==> src/rtl/hazard_stall_unit_pkg.sv <==
// Shared types and defaults for the pipeline hazard/stall controller.
package hazard_stall_unit_pkg;

  localparam int HZ_REGISTER_BITS      = 5;
  localparam int HZ_MD_LATENCY_DEFAULT = 4;
  localparam int HZ_STAT_BITS_DEFAULT  = 16;

  // Interlock FSM: normal flow, or EX held by a multi-cycle MUL/DIV.
  typedef enum logic {
    HZ_RUN     = 1'b0,
    HZ_MD_BUSY = 1'b1
  } hz_state_e;

  // Bundle of every per-stage control the unit drives.
  typedef struct packed {
    logic pc_write;
    logic if_id_write;
    logic if_id_flush;
    logic id_ex_write;
    logic id_ex_bubble;
    logic ex_mem_write;
    logic ex_mem_bubble;
    logic md_busy;
    logic md_done;
  } hz_ctrl_t;

  // Controls while the pipeline is held in reset: nothing advances, NOPs injected.
  function automatic hz_ctrl_t hz_ctrl_reset();
    hz_ctrl_t c;
    c               = '0;
    c.id_ex_bubble  = 1'b1;
    c.ex_mem_bubble = 1'b1;
    return c;
  endfunction

  // Controls for an unobstructed cycle: every stage advances.
  function automatic hz_ctrl_t hz_ctrl_run();
    hz_ctrl_t c;
    c              = '0;
    c.pc_write     = 1'b1;
    c.if_id_write  = 1'b1;
    c.id_ex_write  = 1'b1;
    c.ex_mem_write = 1'b1;
    return c;
  endfunction

endpackage

==> src/rtl/hazard_stall_unit_counter.sv <==
// Saturating event counter used for stall and flush performance statistics.
module hz_event_counter #(
  parameter int W = 16
) (
  input  logic         clk,
  input  logic         rst_n,
  input  logic         inc,
  output logic [W-1:0] count
);

  logic [W-1:0] cnt_q;
  logic [W-1:0] cnt_d;

  // Count up on inc, sticking at all-ones so a long run never wraps to small values.
  always_comb begin
    cnt_d = cnt_q;
    if (inc && (cnt_q != '1)) begin
      cnt_d = cnt_q + W'(1);
    end
  end

  // Counter register.
  always_ff @(posedge clk or negedge rst_n) begin
    if (!rst_n) begin
      cnt_q <= '0;
    end else begin
      cnt_q <= cnt_d;
    end
  end

  assign count = cnt_q;

endmodule

==> src/rtl/hazard_stall_unit.sv <==
// Pipeline interlock controller: resolves load-use, taken-branch, MUL/DIV occupancy
// and data-memory wait hazards with stage write-enables, bubbles and flushes.
module hazard_stall_unit
  import hazard_stall_unit_pkg::*;
#(
  parameter int REGISTER_BITS = HZ_REGISTER_BITS,
  parameter int MD_LATENCY    = HZ_MD_LATENCY_DEFAULT,
  parameter int STAT_BITS     = HZ_STAT_BITS_DEFAULT
) (
  input  logic                     clk,
  input  logic                     rst_n,
  input  logic [REGISTER_BITS-1:0] IF_ID_RS,
  input  logic [REGISTER_BITS-1:0] IF_ID_RT,
  input  logic                     IF_ID_UseRT,
  input  logic [REGISTER_BITS-1:0] ID_EX_RT,
  input  logic                     ID_EX_MemRead,
  input  logic                     ID_EX_MulDiv,
  input  logic                     EX_BranchTaken,
  input  logic                     DMEM_Stall,
  output logic                     PC_Write,
  output logic                     IF_ID_Write,
  output logic                     IF_ID_Flush,
  output logic                     ID_EX_Write,
  output logic                     ID_EX_Bubble,
  output logic                     EX_MEM_Write,
  output logic                     EX_MEM_Bubble,
  output logic                     MD_Busy,
  output logic                     MD_Done,
  output logic [STAT_BITS-1:0]     Stall_Count,
  output logic [STAT_BITS-1:0]     Flush_Count
);

  // The entry cycle is the first of MD_LATENCY, the counted MD_BUSY cycles follow.
  localparam int                  MD_CNT_W = $clog2(MD_LATENCY);
  localparam logic [MD_CNT_W-1:0] MD_LOAD  = MD_CNT_W'(MD_LATENCY - 2);

  hz_state_e           state_q, state_d;
  logic [MD_CNT_W-1:0] md_cnt_q, md_cnt_d;
  hz_ctrl_t            ctrl;
  logic                load_use;
  logic                flush_inc;
  logic                stall_inc;

  // Load-use: EX load writes a register the ID instruction reads; r0 is never a hazard.
  assign load_use = ID_EX_MemRead && (ID_EX_RT != '0) &&
                    ((ID_EX_RT == IF_ID_RS) || (IF_ID_UseRT && (ID_EX_RT == IF_ID_RT)));

  // Priority-ordered hazard resolution; outputs take effect in the same cycle.
  always_comb begin
    state_d   = state_q;
    md_cnt_d  = md_cnt_q;
    ctrl      = hz_ctrl_run();
    flush_inc = 1'b0;
    if (DMEM_Stall) begin
      // Memory wait freezes everything, including MD progress and MD entry.
      ctrl.pc_write      = 1'b0;
      ctrl.if_id_write   = 1'b0;
      ctrl.id_ex_write   = 1'b0;
      ctrl.ex_mem_write  = 1'b0;
      ctrl.ex_mem_bubble = 1'b1;
    end else if (state_q == HZ_MD_BUSY) begin
      ctrl.pc_write      = 1'b0;
      ctrl.if_id_write   = 1'b0;
      ctrl.id_ex_write   = 1'b0;
      ctrl.ex_mem_bubble = 1'b1;
      if (md_cnt_q == '0) begin
        // Final cycle: the result moves on into EX/MEM.
        ctrl.md_done       = 1'b1;
        ctrl.ex_mem_bubble = 1'b0;
        state_d            = HZ_RUN;
      end else begin
        md_cnt_d = md_cnt_q - MD_CNT_W'(1);
      end
    end else if (ID_EX_MulDiv) begin
      ctrl.pc_write      = 1'b0;
      ctrl.if_id_write   = 1'b0;
      ctrl.id_ex_write   = 1'b0;
      ctrl.ex_mem_bubble = 1'b1;
      state_d            = HZ_MD_BUSY;
      md_cnt_d           = MD_LOAD;
    end else if (EX_BranchTaken) begin
      ctrl.if_id_flush  = 1'b1;
      ctrl.id_ex_bubble = 1'b1;
      flush_inc         = 1'b1;
    end else if (load_use) begin
      ctrl.pc_write     = 1'b0;
      ctrl.if_id_write  = 1'b0;
      ctrl.id_ex_bubble = 1'b1;
    end
    ctrl.md_busy = (state_q == HZ_MD_BUSY);
    if (!rst_n) begin
      ctrl      = hz_ctrl_reset();
      flush_inc = 1'b0;
    end
  end

  // FSM state and MD occupancy counter; reset aborts any MUL/DIV in progress.
  always_ff @(posedge clk or negedge rst_n) begin
    if (!rst_n) begin
      state_q  <= HZ_RUN;
      md_cnt_q <= '0;
    end else begin
      state_q  <= state_d;
      md_cnt_q <= md_cnt_d;
    end
  end

  assign stall_inc = rst_n && !ctrl.pc_write;

  hz_event_counter #(.W(STAT_BITS)) u_stall_cnt (
    .clk   (clk),
    .rst_n (rst_n),
    .inc   (stall_inc),
    .count (Stall_Count)
  );

  hz_event_counter #(.W(STAT_BITS)) u_flush_cnt (
    .clk   (clk),
    .rst_n (rst_n),
    .inc   (flush_inc),
    .count (Flush_Count)
  );

  assign PC_Write      = ctrl.pc_write;
  assign IF_ID_Write   = ctrl.if_id_write;
  assign IF_ID_Flush   = ctrl.if_id_flush;
  assign ID_EX_Write   = ctrl.id_ex_write;
  assign ID_EX_Bubble  = ctrl.id_ex_bubble;
  assign EX_MEM_Write  = ctrl.ex_mem_write;
  assign EX_MEM_Bubble = ctrl.ex_mem_bubble;
  assign MD_Busy       = ctrl.md_busy;
  assign MD_Done       = ctrl.md_done;

endmodule
==> config.mk <==
export PLATFORM = sky130hd
export DESIGN_NAME = hazard_stall_unit
export DESIGN_NICKNAME = d
export VERILOG_FILES = /design/src/rtl/hazard_stall_unit_pkg.sv /design/src/rtl/hazard_stall_unit_counter.sv /design/src/rtl/hazard_stall_unit.sv
export SDC_FILE = /design/constraint.sdc
export NUM_CORES = 1
export LEC_CHECK = 0
export BUFFER_PORTS_ARGS = -buffer_cell sky130_fd_sc_hd__buf_2
export CORE_ASPECT_RATIO = 1.5
export CORE_MARGIN = 4
export CORE_UTILIZATION = 50
export CTS_CLUSTER_DIAMETER = 30
export DETAILED_ROUTE_END_ITERATION = 6
export PLACE_DENSITY = 0.79
export RECOVER_POWER = 100
export SYNTH_ARGS = -nofsm -noshare
export SYNTH_HDL_FRONTEND = slang
export SYNTH_SLANG_ARGS = --single-unit
==> constraint.sdc <==
create_clock -name clk -period 2.33 [get_ports clk]
set_input_delay 0.233 -clock clk [delete_from_list [all_inputs] [get_ports clk]]
set_output_delay 0.233 -clock clk [all_outputs]
set_load 0.01 [all_outputs]
==> summary.txt, run 1 <==
Status
  – Outcome: finished clean

Power
  – Flop pwr share: 44.9%
  – PnR Total Power: around 1.9 mW
  – Power Internal: between 1 and 1.5 mW
  – Switching Fraction: 33.3%
  – Share of total power in combinational logic: about a quarter
  – Clock group share of total power: a little under 30%
  – Net Sw Power: 620 uW
  – Power per Cell Area: 804 nW/um^2
  – Peak VDD IR: approximately 0.00067 V
  – Static leakage: 1.05 nW

Logic synthesis
  – Cell Area, Synth: 1900 um^2
  – Synth Register Bits: 35
  – Yosys warnings: 0
  – Number of distinct standard cells referenced by the synthesized netlist: 38
  – Number of flops mapped to enable cells by yosys: 0
  – Most used flip-flop cell after synthesis: sky130_fd_sc_hd__dfrtp_1
  – Instance count of the mapped netlist: approximately 190
  – Post-Synthesis Net Count: about 210
  – Async S/R FF share, synth: 100%
  – Post-synthesis sequential area ratio: a little under half
  – Mean instance size in the synthesized netlist: ~10 um^2

Critical path
  – Largest driver fanout on the critical path: 11
  – Type of the worst setup path: primary input to output port
  – Arrival @ worst endpoint: 1910 ps
  – Capturing element type of the critical path: output port
  – CP startpoint kind: primary input
  – Required time reported for the critical path endpoint: 2100 ps

Layout
  – Area of the multi-input gates: ~930 um^2
  – Layout area overhead: 22.2%
  – Number of fillers in the final layout: 346
  – Fraction of layout instances using a drive strength above 1: between 10% and 20%
  – FF+latch area: 876 um^2
  – Commonest non-fill, non-tap cell in the layout: sky130_fd_sc_hd__clkbuf_1
  – Most frequent cells in the layout: sky130_fd_sc_hd__clkbuf_1, sky130_fd_sc_hd__dfrtp_1, sky130_fd_sc_hd__buf_2, sky130_fd_sc_hd__xnor2_1, sky130_fd_sc_hd__nand2_1
  – Number of diodes: 0
  – Number of nets in the layout: between 200 and 300

STA
  – Setup repair after global routing missed its margin: false
  – Final setup violating endpoints: 0
  – Total Neg Setup Slack: 0 ps
  – Clock tree skew after final layout: around 2.6 ps
  – Worst-margin pin slew: ~600 ps
  – Crit path time final: ~2100 ps
  – Count of final hold-check violations: 0
  – Final cycle utilization of the critical path: just over 90%
  – Slew Limit Fails: 0
  – Peak Freq: approximately 470 MHz
  – Headroom to the max-slew limit: between 60% and 70%

Clocking
  – Clock latency on the worst-skew pair: ~290 ps
  – TritonCTS clock tree: done
  – Clk sinks: 35
  – Clock transition time at the flip-flop clock pins of the worst setup and hold paths: 70 ps
  – Number of instances resized during post-cts repair: 0
  – H-tree depth: 2
  – Number of buffers added by the clock tree synthesis step: 5
  – Clock root cell: sky130_fd_sc_hd__clkbuf_8
  – Number of buffers on the longest clock path: 2

Die
  – Initial cell density of the core: between 50% and 60%
  – Die extent in y: between 80 and 90 um
  – X dimension of the die: between 50 and 60 um
  – Area inside the core boundary: between 3000 and 4000 um^2
  – Total die area: between 4000 and 5000 um^2
  – Total number of placement rows: 27
  – Ports: 63

Route
  – Overall routed net length: approximately 4200 um
  – DRC violation total after the first TritonRoute iteration: 31
  – Total DRC errors in the routed layout: 0
  – DRT antenna net count: 0
  – Detail-routed via count per cell: 5.38
  – Wire length per cell: ~14 um
  – First-pass DRT Iterations: 4
  – Total via count in the routed design: ~1600

GRT
  – Number of antenna violations at the first check in global routing: 0
  – Total grt overflow: 0
  – Maximum number of pins on one net before global-route repair: 20
  – Via count of the first global-routing pass: about 1700
  – First-pass GRT wire length: between 7000 and 8000 um
  – Total Routing Usage GR: about a fifth

Placed design
  – Count of buffers from port buffering: 62
  – Half-perimeter wire length after placement: between 3000 and 4000 um
  – Final weighted congestion of routability-driven global placement: 0.752

Run
  – Max cap viols: 0

Min path
  – Path class of the lowest-slack min-delay path: primary input to flop
## through the flow
stage	hold slack (ps)	std cells	cell area (um^2)	util [%]	setup WS, ps
floorplan	-62.6	186	1900	-	441
global placement	237	293	2270	61.8	443
detailed placement	237	293	2270	61.8	372
CTS	256	302	2400	65.1	198
global route	290	302	2320	62.9	37.1
finish	258	302	2320	62.9	187
## per-layer routing
layer	vias up	GRT usage (%)	wire length, um
li1	792	-	-
met1	775	20.2	1580
met2	53	34.0	2240
met5	-	0	0
met4	0	6.96	74
met3	6	4.98	288
## critical path, cell delays in order
cell and delay (ps):
sky130_fd_sc_hd__dlygate4sd3_1 520, sky130_fd_sc_hd__buf_2 150, sky130_fd_sc_hd__buf_4 190, sky130_fd_sc_hd__nor2b_1 200
sky130_fd_sc_hd__and2_0 200, sky130_fd_sc_hd__a21boi_0 240, sky130_fd_sc_hd__buf_2 170
## kinds of logic (layout without fill, tap and decap cells)
family | Yosys count | count (layout) | share of synthesized area (%)
DFF | 35 | 35 | 46.2
and+or+nand+nor | 80 | 80 | 24.1
AOI/OAI and AO/OA | 12 | 12 | 4.35
buffers and inverters | 14 | 87 | 3.63
adders and majority gates | 3 | 3 | 1.98
muxes | 3 | 3 | 1.78
xor gates and xnor gates | 39 | 39 | 18.0
## flip-flops by register name, indices dropped and copies added (netlist names)
name               count
state_q                1
u_flush_cnt.count     16
md_cnt_q               2
u_stall_cnt.count     16
## power by group through the flow
stage                     Combinational (mW)  Sequential [mW]  Clock, mW
after global placement                 0.491            0.838          0
after floorplan                        0.280            0.862          0
final                                  0.480            0.837      0.545
after global routing                   0.551            0.856      0.589
after detailed placement               0.508            0.845          0
after CTS                              0.517            0.836      0.557
## path summary, 6_finish.rpt
path / slack (ps) / to / depth (start not counted) / from
setup / recovery: 190 / IF_ID_Write / 7 / rst_n
setup reg to reg: 260 / u_flush_cnt.count[15] / 6 / state_q
min in group asynchronous: 460 / u_flush_cnt.count[8] / 3 / rst_n
hold / removal: 260 / state_q / 3 / ID_EX_MulDiv
hold reg to reg: 490 / u_flush_cnt.count[6] / 1 / u_flush_cnt.count[6]
max in group asynchronous: 1330 / u_stall_cnt.count[5] / 3 / rst_n
## Yosys cell counts (2+ instances only)
| cell type | instances | area [um^2] |
|---|---|---|
| sky130_fd_sc_hd__a21oi_1 | 3 | 15.0 |
| sky130_fd_sc_hd__buf_4 | 2 | 15.0 |
| sky130_fd_sc_hd__dfrtp_1 | 35 | 876 |
| sky130_fd_sc_hd__ha_1 | 3 | 37.5 |
| sky130_fd_sc_hd__inv_1 | 10 | 37.5 |
| sky130_fd_sc_hd__mux2_2 | 3 | 33.8 |
| sky130_fd_sc_hd__nand2_1 | 19 | 71.3 |
| sky130_fd_sc_hd__nand3_1 | 9 | 45.0 |
| sky130_fd_sc_hd__nand4_1 | 8 | 50.1 |
| sky130_fd_sc_hd__nor2_1 | 12 | 45.0 |
| sky130_fd_sc_hd__nor2b_1 | 2 | 12.5 |
| sky130_fd_sc_hd__nor3_1 | 3 | 15.0 |
| sky130_fd_sc_hd__nor3b_1 | 3 | 22.5 |
| sky130_fd_sc_hd__nor4_1 | 8 | 50.1 |
| sky130_fd_sc_hd__nor4b_1 | 4 | 35.0 |
| sky130_fd_sc_hd__o22ai_1 | 2 | 12.5 |
| sky130_fd_sc_hd__or4_1 | 2 | 15.0 |
| sky130_fd_sc_hd__xnor2_1 | 23 | 201 |
| sky130_fd_sc_hd__xor2_1 | 16 | 140 |
## final cells by class
class                           count  area share, %
Clock inverter                      3           1.89
Sequential cell                    35           37.8
Multi-Input combinational cell    137           40.1
Timing Repair Buffer               69           13.3
Tap cell                           43           2.32
Inverter                           10           1.62
Clock buffer                        5           2.97
## what timing repair did
item | in CTS | in global routing
endpoints found under the hold margin | 35 | 0
buffers inserted | 0 | 0
hold buffers | 1 | 0
No activity file was read; power rests on OpenSTA's default activity.
==> run 2, diff against run 1 <==
Settings changed: CORE_UTILIZATION 50 to 54, PLACE_DENSITY 0.79 to 0.92.
Clock period 2.33 ns to 2.69 ns, I/O delays scaled along.
==> run 2 against run 1 <==
  * Register-to-register slack improved by 160 ps
  * Utilization increased by 3.5 points
  * Power decreased by 20%
==> summary.txt, run 2 (same netlist as run 1, synthesis figures left out) <==
GRT
  – Total grt overflow: 0
  – Total Routing Usage GR: about a fifth
  – Via count of the first global-routing pass: 1546
  – Maximum number of pins on one net before global-route repair: 42
  – Number of antenna violations at the first check in global routing: 0
  – First-pass GRT wire length: ~6800 um

Layout
  – Commonest non-fill, non-tap cell in the layout: sky130_fd_sc_hd__clkbuf_1
  – End-of-flow core utilization: approximately 66%
  – Number of diodes: 0
  – Number of fillers in the final layout: about 330
  – Fraction of layout instances using a drive strength above 1: between 10 and 15%
  – FF+latch area: just under 900 um^2
  – Area of the multi-input gates: about 900 um^2
  – Number of nets in the layout: ~280
  – Most frequent cells in the layout: sky130_fd_sc_hd__clkbuf_1, sky130_fd_sc_hd__dfrtp_1, sky130_fd_sc_hd__xnor2_1, sky130_fd_sc_hd__buf_2, sky130_fd_sc_hd__nand2_1
  – Layout area overhead: 18.5%

Clocking
  – Number of buffers on the longest clock path: 2
  – Clock transition time at the flip-flop clock pins of the worst setup and hold paths: about 70 ps
  – Clock root cell: sky130_fd_sc_hd__clkbuf_8
  – Post-CTS setup repair buffer count: 0
  – TritonCTS clock tree: done
  – Clk sinks: 35
  – H-tree depth: 2
  – Number of instances resized during post-cts repair: 0
  – Number of buffers added by the clock tree synthesis step: 5
  – Number of hold-repair buffers added at the cts stage: 0
  – Clock latency on the worst-skew pair: about 280 ps

Critical path
  – Cell depth of the worst flop-to-flop path: 6
  – Largest driver fanout on the critical path: 8
  – Worst setup path startpoint: state_q
  – Type of the worst setup path: flop to flop
  – Terminus of the critical flop-to-flop path: u_flush_cnt.count[15]
  – CP startpoint kind: flop
  – CP Cell Sequence: nor3_1, and3_2, o41a_1, nand3b_1, or4_1, xnor2_1
  – Reg2Reg Launch Point: state_q
  – Arrival @ worst endpoint: between 2000 and 2500 ps
  – Timing endpoint of the critical path: u_flush_cnt.count[15]
  – Setup slack of the worst register-to-register path: between 400 and 500 ps
  – Required time reported for the critical path endpoint: between 2000 and 3000 ps
  – Critical path's largest stage delay: 460 ps
  – Master of the slowest instance on the critical path: sky130_fd_sc_hd__or4_1
  – WP depth: 6
  – Buffers and inverters on the worst path: 0
  – Crit-path leading delay family: simple AND/OR/NAND/NOR gates
  – Capturing element type of the critical path: flop

STA
  – Total Neg Setup Slack: 0 ps
  – Crit path time final: 2270 ps
  – Worst-margin pin slew: slightly above 700 ps
  – Final cycle utilization of the critical path: a little over four fifths
  – Final setup violating endpoints: 0
  – Peak Freq: roughly 440 MHz
  – Headroom to the max-slew limit: approximately 52%
  – Setup repair after global routing missed its margin: false
  – Slew Limit Fails: 0
  – Count of final hold-check violations: 0
  – Clock tree skew after final layout: around 3.9 ps

Route
  – First-pass DRT Iterations: 4
  – Total via count in the routed design: around 1600
  – DRT antenna net count: 0
  – Overall routed net length: 4110 um
  – DRC violation total after the first TritonRoute iteration: 32
  – Detail-routed via count per cell: 5.38
  – Total DRC errors in the routed layout: 0
  – Wire length per cell: 13.9 um

Status
  – Outcome: finished clean

Die
  – Total die area: ~4500 um^2
  – Ports: 63
  – Die extent in y: just over 80 um
  – X dimension of the die: roughly 56 um
  – Area inside the core boundary: 3380 um^2
  – Total number of placement rows: 26
  – Initial cell density of the core: 56.1%

Power
  – Static leakage: roughly 1.0 nW
  – Power per Cell Area: about 660 nW/um^2
  – Peak VDD IR: just over 0.0005 V

Placed design
  – Half-perimeter wire length after placement: between 3000 and 4000 um
  – Final weighted congestion of routability-driven global placement: 0.812
  – Count of buffers from port buffering: a little over 60

Run
  – Max cap viols: 0

Min path
  – Path class of the lowest-slack min-delay path: primary input to async pin
run 2: worst min-delay path by stage:
| stage | startpoint | to | slack (ps) | cells past startpoint |
|---|---|---|---|---|
| finish | rst_n | u_flush_cnt.count[12] | 170 | 2 |
| global placement | rst_n | state_q | 410 | 2 |
| CTS | rst_n | u_stall_cnt.count[5] | 110 | 2 |
| floorplan | rst_n | md_cnt_q[0] | -30 | 0 |
| global route | rst_n | u_flush_cnt.count[0] | 210 | 2 |
| detailed placement | rst_n | u_stall_cnt.count[15] | 410 | 2 |
run 2: metal layers:
| metal | track usage (%) | routed length, um | share of wire [%] |
|---|---|---|---|
| met1 | 21.6 | 1570 | 38 |
| met2 | 35.4 | 2230 | 54 |
| met3 | 4.34 | 214 | 5.2 |
| met4 | 7.84 | 97 | 2.4 |
| met5 | 0 | 0 | 0 |
run 2: per-stage QoR:
stage | total power [mW] | instance area, um^2 | setup WS (ps) | instances | hold WS (ps)
floorplan | 0.989 | 1900 | 801 | 186 | -26.6
global placement | 1.14 | 2250 | 583 | 289 | 413
detailed placement | 1.17 | 2250 | 551 | 289 | 411
CTS | 1.53 | 2330 | 574 | 297 | 112
global route | 1.60 | 2250 | 280 | 297 | 206
finish | 1.49 | 2250 | 417 | 297 | 167
run 2: power breakdown:
| part | internal [mW] | switching, mW | leakage, nW | total [mW] |
|---|---|---|---|---|
| Clock | 0.181 | 0.173 | 0.0422 | 0.355 |
| Sequential | 0.618 | 0.109 | 0.441 | 0.726 |
| Combinational | 0.178 | 0.231 | 0.522 | 0.409 |
| Total | 0.977 | 0.513 | 1.00 | 1.49 |
run 2: cell type report:
| type | count | area share, % |
|---|---|---|
| clock buffers | 7 | 3.40 |
| clock inverters | 1 | 0.223 |
| inverters | 10 | 1.67 |
| multi-input cells | 137 | 41.1 |
| flip-flops and latches | 35 | 39.0 |
| well taps | 42 | 2.34 |
| repair buffers | 65 | 12.2 |
==> run 3, diff against run 2 <==
Settings changed: CORE_UTILIZATION 54 to 50, PLACE_DENSITY 0.92 to 0.86.
Clock period 2.69 ns to 2.4 ns, I/O delays scaled along.
==> run 3 against run 2 <==
  * Sequential power up 12%
  * Via count up 0.81%
  * Global-route usage down 0.052 points
  * Power up 14%
  * Sequential share of layout area down 0.54 points
  * Utilization down 4.5 points
  * Wire length up 0.78%
  * Setup slack worse by 140 ps
  * Hold slack better by 120 ps
  * Cell area up 1.4%
  * Combinational power up 13%
==> summary.txt, run 3 (same netlist as run 1, synthesis figures left out) <==
Status
  – Outcome: finished clean

Critical path
  – Crit-path leading delay family: simple AND/OR/NAND/NOR gates
  – Reg2Reg Launch Point: state_q
  – Cell depth of the worst flop-to-flop path: 6
  – WP depth: 7
  – Buffers and inverters on the worst path: 2
  – CP Cell Sequence: dlygate4sd3_1, buf_2, and3_1, o41a_1, nand3b_1, or4_1, xnor2_1
  – Setup slack of the worst register-to-register path: between 300 and 400 ps
  – Largest driver fanout on the critical path: 11
  – CP startpoint kind: primary input
  – Timing endpoint of the critical path: u_flush_cnt.count[15]
  – Terminus of the critical flop-to-flop path: u_flush_cnt.count[15]
  – Worst setup path startpoint: rst_n
  – Type of the worst setup path: primary input to flop
  – Arrival @ worst endpoint: around 2300 ps
  – Required time reported for the critical path endpoint: around 2600 ps
  – Master of the slowest instance on the critical path: sky130_fd_sc_hd__dlygate4sd3_1
  – Capturing element type of the critical path: flop
  – Critical path's largest stage delay: around 520 ps

Layout
  – Most frequent cells in the layout: sky130_fd_sc_hd__clkbuf_1, sky130_fd_sc_hd__dfrtp_1, sky130_fd_sc_hd__xnor2_1, sky130_fd_sc_hd__buf_2, sky130_fd_sc_hd__nand2_1
  – Number of diodes: 0
  – Number of nets in the layout: between 200 and 300
  – Fraction of layout instances using a drive strength above 1: between 10% and 20%
  – Layout area overhead: 20.1%
  – Commonest non-fill, non-tap cell in the layout: sky130_fd_sc_hd__clkbuf_1

STA
  – Setup repair after global routing missed its margin: false
  – Final cycle utilization of the critical path: approximately nine tenths
  – Worst-margin pin slew: between 700 and 800 ps
  – Crit path time final: between 2000 and 2500 ps
  – Count of final hold-check violations: 0
  – Total Neg Setup Slack: 0 ps
  – Final setup violating endpoints: 0
  – Slew Limit Fails: 0
  – Peak Freq: between 400 and 500 MHz
  – Headroom to the max-slew limit: 48.2%
  – Hold_ws: approximately 280 ps
  – Clock tree skew after final layout: a little over 3 ps

Die
  – Ports: 63
  – Initial cell density of the core: 51.5%
  – Total die area: between 4000 and 5000 um^2
  – X dimension of the die: around 60 um
  – Area inside the core boundary: 3680 um^2
  – Die extent in y: around 83 um
  – Total number of placement rows: 27

Route
  – DRT antenna net count: 0
  – First-pass DRT Iterations: 4
  – Detail-routed via count per cell: 5.39
  – Total via count in the routed design: roughly 1600
  – Wire length per cell: approximately 14 um
  – Overall routed net length: roughly 4100 um
  – Total DRC errors in the routed layout: 0
  – DRC violation total after the first TritonRoute iteration: 30

Run
  – Max cap viols: 0

Placed design
  – Count of buffers from port buffering: just over 60
  – Final weighted congestion of routability-driven global placement: 0.781
  – Half-perimeter wire length after placement: approximately 3200 um

Clocking
  – Clock transition time at the flip-flop clock pins of the worst setup and hold paths: roughly 70 ps
  – Number of buffers on the longest clock path: 2
  – H-tree depth: 2
  – Clk sinks: 35
  – Clock root cell: sky130_fd_sc_hd__clkbuf_8
  – Clock latency on the worst-skew pair: around 280 ps
  – Number of instances resized during post-cts repair: 0
  – Number of buffers added by the clock tree synthesis step: 5
  – TritonCTS clock tree: done

Power
  – Peak VDD IR: about 0.00057 V
  – Static leakage: just over 1 nW
  – Power per Cell Area: 747 nW/um^2

GRT
  – Number of antenna violations at the first check in global routing: 0
  – Via count of the first global-routing pass: roughly 1600
  – Most crowded layer after global routing: met2
  – Total grt overflow: 0
  – M1 GR Usage: a little under a quarter
  – First-pass GRT wire length: around 7400 um
  – Met3 global-route usage: 3.89%
  – GRT met2 Usage: 33.5%
  – Maximum number of pins on one net before global-route repair: 34
  – Total Routing Usage GR: ~19%

Min path
  – Path class of the lowest-slack min-delay path: primary input to flop
run 3: per-stage QoR:
stage               area, um^2  power, mW  utilization (%)  setup WS (ps)  std cells
floorplan                 1900       1.11                -            511        186
global placement          2260       1.29             61.4            444        291
detailed placement        2260       1.31             61.4            379        291
CTS                       2360       1.75             64.0            319        299
global route              2280       1.83             61.9            104        299
finish                    2280       1.70             61.9            279        299
run 3: cell type report:
cell class                      instances  area (um^2)
Inverter                               10         37.5
Timing Repair Buffer                   67          292
Clock buffer                            6         82.6
Tap cell                               43         53.8
Fill cell                             340         1400
Clock inverter                          1         5.00
Sequential cell                        35          876
Multi-Input combinational cell        137          932
run 3: power breakdown:
group | switching [mW] | leakage [nW] | internal [mW]
clock | 0.202 | 0.0470 | 0.225
sequential | 0.122 | 0.441 | 0.692
combinational | 0.257 | 0.534 | 0.204
run 3: worst reg2reg max path: cells and delay by family (launching register included):
family | cells | cell delay (ps)
xor+xnor | 1 | 140
simple gates | 4 | 1190
flops | 1 | 450
compound gates | 1 | 200
run 3: per-layer routing:
metal	up-vias	part of all wire, %
met5	-	0
met4	0	1.7
met3	5	5.5
met2	43	54
met1	787	39
li1	777	-
run 3: repair_timing:
item,CTS,global route
hold buffers,1,0
endpoints found under the hold margin,5,0
buffers inserted,0,0
run 3: worst min path at each step:
stage / start / endpoint / slack [ps] / cells after the start
final: DMEM_Stall / state_q / 280 / 3
after global routing: DMEM_Stall / state_q / 310 / 3
after CTS: DMEM_Stall / state_q / 280 / 3
after detailed placement: rst_n / u_flush_cnt.count[12] / 110 / 1
after global placement: rst_n / u_flush_cnt.count[12] / 110 / 1
after floorplan: rst_n / md_cnt_q[0] / -60 / 0
